$ cat src/rtl/pattern_sequencer.sv
// Playback and host-write controller for the 8-buffer pattern store.
// Streams a programmed run of fields out of one buffer and services single-byte host writes.
module pattern_sequencer #(
   parameter int buffer_size  = 22,
   parameter int buffer_width = 8,
   parameter int no_bufs      = 8
) (
   input  logic                    clk,
   input  logic                    rst_n,
   input  logic                    start,
   input  logic                    stop,
   input  logic                    loop,
   input  logic [2:0]              play_buf,
   input  logic [4:0]              play_len,
   input  logic                    pat_ready,
   input  logic [buffer_width-1:0] field_byte,
   input  logic                    wr_req,
   input  logic [2:0]              wr_buf,
   input  logic [4:0]              wr_field,
   input  logic [buffer_width-1:0] wr_data,
   output logic [no_bufs-1:0]      bufp,
   output logic [no_bufs-1:0]      buffer_select,
   output logic [buffer_size-1:0]  fieldp,
   output logic [buffer_size-1:0]  fieldwp,
   output logic [buffer_width-1:0] field_in,
   output logic                    field_write,
   output logic [buffer_width-1:0] pat_out,
   output logic                    pat_valid,
   output logic                    busy,
   output logic                    done,
   output logic                    wr_ack,
   output logic                    wr_err
);

   // state    | meaning
   // st_idle  | waiting for start or a host write request
   // st_play  | streaming fields from the selected buffer
   // st_write | single cycle presenting one host byte to the store
   localparam logic [1:0] st_idle  = 2'd0;
   localparam logic [1:0] st_play  = 2'd1;
   localparam logic [1:0] st_write = 2'd2;

   localparam logic [4:0] field_lim = 5'(buffer_size);
   localparam logic [buffer_size-1:0] fp_first = buffer_size'(1);
   localparam logic [no_bufs-1:0] bp_first = no_bufs'(1);

   logic [1:0] state;
   logic [4:0] idx;
   logic [4:0] len;
   logic [4:0] len_clamped;
   logic       loop_q;

   always_comb begin
      len_clamped = play_len;
      if (play_len == 5'd0)
         len_clamped = 5'd1;
      else if (play_len > field_lim)
         len_clamped = field_lim;
   end

   assign busy = (state != st_idle);

   always_ff @(posedge clk or negedge rst_n) begin
      if (!rst_n) begin
         state         <= st_idle;
         idx           <= 5'd0;
         len           <= 5'd1;
         loop_q        <= 1'b0;
         bufp          <= bp_first;
         buffer_select <= bp_first;
         fieldp        <= fp_first;
         fieldwp       <= '0;
         field_in      <= '0;
         field_write   <= 1'b0;
         pat_out       <= '0;
         pat_valid     <= 1'b0;
         done          <= 1'b0;
         wr_ack        <= 1'b0;
         wr_err        <= 1'b0;
      end else begin
         pat_valid   <= 1'b0;
         done        <= 1'b0;
         wr_ack      <= 1'b0;
         wr_err      <= 1'b0;
         field_write <= 1'b0;
         fieldwp     <= '0;
         case (state)
            st_idle: begin
               // start outranks a pending write; the request simply waits
               if (start) begin
                  loop_q        <= loop;
                  len           <= len_clamped;
                  idx           <= 5'd0;
                  fieldp        <= fp_first;
                  bufp          <= bp_first << play_buf;
                  buffer_select <= bp_first << play_buf;
                  state         <= st_play;
               end else if (wr_req) begin
                  bufp     <= bp_first << wr_buf;
                  field_in <= wr_data;
                  wr_ack   <= 1'b1;
                  if (wr_field >= field_lim) begin
                     wr_err <= 1'b1;
                  end else begin
                     field_write <= 1'b1;
                     fieldwp     <= fp_first << wr_field;
                  end
                  state <= st_write;
               end
            end
            st_play: begin
               if (stop) begin
                  idx    <= 5'd0;
                  fieldp <= fp_first;
                  state  <= st_idle;
               end else if (pat_ready) begin
                  pat_out   <= field_byte;
                  pat_valid <= 1'b1;
                  if (idx == len - 5'd1) begin
                     idx    <= 5'd0;
                     fieldp <= fp_first;
                     if (!loop_q) begin
                        done  <= 1'b1;
                        state <= st_idle;
                     end
                  end else begin
                     idx    <= idx + 5'd1;
                     fieldp <= fieldp << 1;
                  end
               end
            end
            st_write: state <= st_idle;
            default:  state <= st_idle;
         endcase
      end
   end

endmodule

$ cat config.mk
export PLATFORM = sky130hd
export DESIGN_NAME = pattern_sequencer
export DESIGN_NICKNAME = d
export VERILOG_FILES = /design/src/rtl/pattern_sequencer.sv
export SDC_FILE = /design/constraint.sdc
export NUM_CORES = 1
export LEC_CHECK = 0
export CAP_MARGIN = 20
export CORE_ASPECT_RATIO = 1.25
export CORE_MARGIN = 4
export CORE_UTILIZATION = 42
export CTS_CLUSTER_DIAMETER = 120
export DETAILED_ROUTE_END_ITERATION = 8
export GPL_TIMING_DRIVEN = 0
export PLACE_DENSITY_LB_ADDON = 0.05
export SLEW_MARGIN = 20
export SYNTH_ARGS = -nofsm -noshare
export SYNTH_HDL_FRONTEND = slang
export SYNTH_SLANG_ARGS = --single-unit
$ cat constraint.sdc
create_clock -name clk -period 1.9 [get_ports clk]
set_clock_uncertainty 0.1 [all_clocks]
set_input_delay 0.38 -clock clk [delete_from_list [all_inputs] [get_ports clk]]
set_output_delay 0.38 -clock clk [all_outputs]
set_load 0.01 [all_outputs]
==> flow_summary.toml <==
[clock_network]
clock_sinks = 94
cts_tree = "done"
clk_path_buf_depth = 2
numCtsBuffers = 9
cts-root-buf = "clkbuf_16"
worstSkewPairLatency_ps = 340
cts_max_level = 3
cts.clk_slew.worst_paths_ps = 70

[power]
ir_drop_mv = 0.7891
cellInternalPower_mw = 4.894
share_seq_of_total_power_pct = 38.3
power_switching_mw = 2.268
pwr-share-clk_pct = 25.3
power_density_nw_per_um2 = 1243
comb_power_share_pct = 36.3
sw_frac_of_total_pct = 31.67
p_leak_nw = 2.448

[die]
die_y_um = 116.3
core_um2 = 9174
pin_count = 121
die_area_um2 = 11010
rows = 39
die_width_um = 94.67
initial_core_util_pct = 42.99

[placement]
dp_hpwl_um = 6690
post_dp_cell_area_um2 = 5315
post-place-ws_ps = -367.3
place_congestion = 0.8485
io_buffers = 117

[flow_run]
drv_cap = 0

[finish]
fin_nets = 538
final_layout_size_suffix_gt1_share_pct = 19.32
areaGrowthSynthToFinish_pct = 46.10
final_area_um2 = 5762
num_antenna_cells = 0

[yosys]
yosysTopAreaCell = "dfrtp_1"
yosysSeqAreaShare_pct = 59.77
yosysWarnings = 0
async_flop_share_pct = 100.0
syn_inst = 360
synth_edf_count = 0
ys.flop_type = "dfrtp_1"
synth_nets = 401
synth_cell_types = 46
ys_ff_latch = 94
synth.area.top_cells = "dfrtp_1 57%, mux2_2 6.3%, nand2_1 6.2%"
synthesis.area_um2 = 3944
syn_avg_cell_area_um2 = 10.95
synth_top_area_share_pct = 57.11

[timing]
hold_viol = 0
setup_viol = 27
min_period_over_period_pct = 103.9
slew_headroom_pct = 66.65
worst_pin_slew_ps = 498.4
min_period_ps = 1974
layout_setup_ws_ps = -74.49
fin_hold_ws_ps = 354.2
max_freq_mhz = 506.5
rsz0062_at_grt = "yes"
slew_viol_final = 0

[detailed_routing]
avgRoutedWirePerCell_um = 14.78
vias = 3044
first_pass_iters = 4
routed_wirelength_um = 9237
ant_nets = 0
drt_iter0_markers = 93
via_per_inst = 4.870
drc_errors = 0

[global_route]
grt_pass1_wl_um = 15380
grt_pass1_vias = 3142
grt_overflow = 0
grt_usage_pct = 17.98
grt_max_degree = 49
antenna_found_initial = 0

[worst_setup_path]
path_delay_family = "compound AO/OA/AOI/OAI gates"
critPathKind = "register to register"
slowest_stage = "dfstp_2"
worst-path-buf-inv = 2
timing.rr.start = "len[0]"
crit_chain = "inv_2 -> ha_4 -> o21ba_1 -> a22oi_2 -> o2111ai_4 -> nand2_4 -> buf_12 -> o21ai_2"
cp_slowest_stage_delay_ps = 540
reg2regPathDepth = 8
cp-start-kind = "register"
cp.arrival_ps = 2100
r2r-end = "fieldp[19]"
r2r_setup_slack_ps = -70
path_max_fanout = 10
worstPathRequired_ps = 2030
end_kind = "register"

[status]
violations = "setup timing"
status = "finished, violations left"

[worst_hold_path]
hold_start = "loop_q"
hold_end = "done"
hold_path.class = "register to register"
hold_depth = 1
[through the flow]
stage / TNS [ps] / cells / utilization [%] / total power [mW]
CTS: -1509 / 624 / 62.62 / 7.240
floorplan: -82.73 / 360 / - / 4.029
finish: -1320 / 625 / 62.81 / 7.162
detailed placement: -19580 / 601 / 57.94 / 5.188
global placement: -309180 / 600 / 57.62 / 5.134
global route: -3703 / 625 / 62.81 / 7.611
[placed cells by master (no fill, tap or decap), types with 3 or more instances in the layout]
cell and count:
clkdlybuf4s50_1 112, dfrtp_1 89, nand2_1 65, nor2_1 42, mux2_2 22, o21ai_2 18
o21ai_0 10, inv_1 9, clkbuf_16 9, a21oi_1 8, nand3_1 7, buf_4 7
clkbuf_1 7, nor3b_1 5, buf_6 4, a31oi_1 4, dfstp_2 4, nand3b_1 3
buf_2 3, xnor2_1 3, nor3_1 3, o21a_1 3, or3_1 3, nand4_1 3
inv_6 3, dlygate4sd2_1 3
[state kept, by name (all words and copies together) (netlist names), 2 cells and up]
signal,flops
fieldp,22
len,5
idx,5
buffer_select,8
state,2
fieldwp,22
field_in,8
pat_out,8
bufp,8
[cells by family (layout without fill, tap and decap cells)]
family	Yosys count	count (layout)	synth area share, %
muxes	22	22	6.282
adders and majority gates	2	2	0.6344
buffers and inverters	29	171	3.712
and+or+nand+nor	147	147	16.91
AOI/OAI and AO/OA	60	60	11.36
xor gates and xnor gates	6	6	1.332
DFF	94	94	59.77
[synth_stat cells, types with 2 or more instances]
library cell and count:
dfrtp_1 90, nand2_1 65, nor2_1 43, mux2_2 22, o21ai_2 18, o21ai_0 11, clkbuf_1 10, inv_1 10
a21oi_1 8, nand3_1 8, nor3b_1 5, a31oi_1 4, buf_6 4, dfstp_2 4, xnor2_1 4, a22oi_1 3
buf_2 3, nand3b_1 3, nand4_1 3, nor3_1 3, o21a_1 3, or3_1 3, a32oi_1 2, and3_1 2
ha_1 2, nand2b_1 2, nor2b_1 2, o311ai_2 2, o31ai_1 2, or2_2 2, xor2_1 2
[metal layers]
metal / vias up / part of all wire (%) / wire (µm) / global-route usage [%]
li1: 1489 / - / - / -
met5: - / 0 / 0 / 0
met1: 1462 / 41 / 3766 / 21.43
met3: 13 / 6.8 / 625 / 4.961
met4: 0 / 2.0 / 186 / 8.181
met2: 80 / 50 / 4659 / 30.24
[final cells by class]
| type | instances | area, µm² |
|---|---|---|
| plain buffers | 18 | 120.1 |
| clock buffers | 9 | 225.2 |
| clock inverters | 7 | 80.08 |
| fillers | 804 | 3412 |
| inverters | 10 | 37.54 |
| repair buffers | 127 | 1292 |
| multi-input cells | 237 | 1494 |
| flip-flops and latches | 94 | 2359 |
| well taps | 123 | 153.9 |
[power groups by stage]
stage          Clock [mW]  Sequential, mW  Combinational (mW)
2_1_floorplan           0            2.92                1.11
5_1_grt              1.96            2.82                2.84
3_5_place_dp            0            2.79                2.40
4_1_cts              1.87            2.75                2.63
3_3_place_gp            0            2.77                2.37
6_report             1.81            2.75                2.60
[worst max-delay path by stage]
stage                        to  cells past startpoint  slack (ps)  startpoint
floorplan              state[0]                      8         -10      len[0]
global placement        bufp[5]                      1       -3150       rst_n
detailed placement  field_in[5]                      6        -370       start
CTS                   fieldp[4]                      8         -80      len[0]
global route             idx[4]                      8        -170      len[0]
finish               fieldp[19]                      8         -70      len[0]
[timing repair]
item	CTS	global route
resized for setup	14	7
gates cloned	1	0
buffers inserted	6	1
endpoints found under the hold margin	45	0
endpoints found under the setup margin	34	37
pin swaps	7	1
hold buffers	1	0
Power figures use the tool's default switching activity.
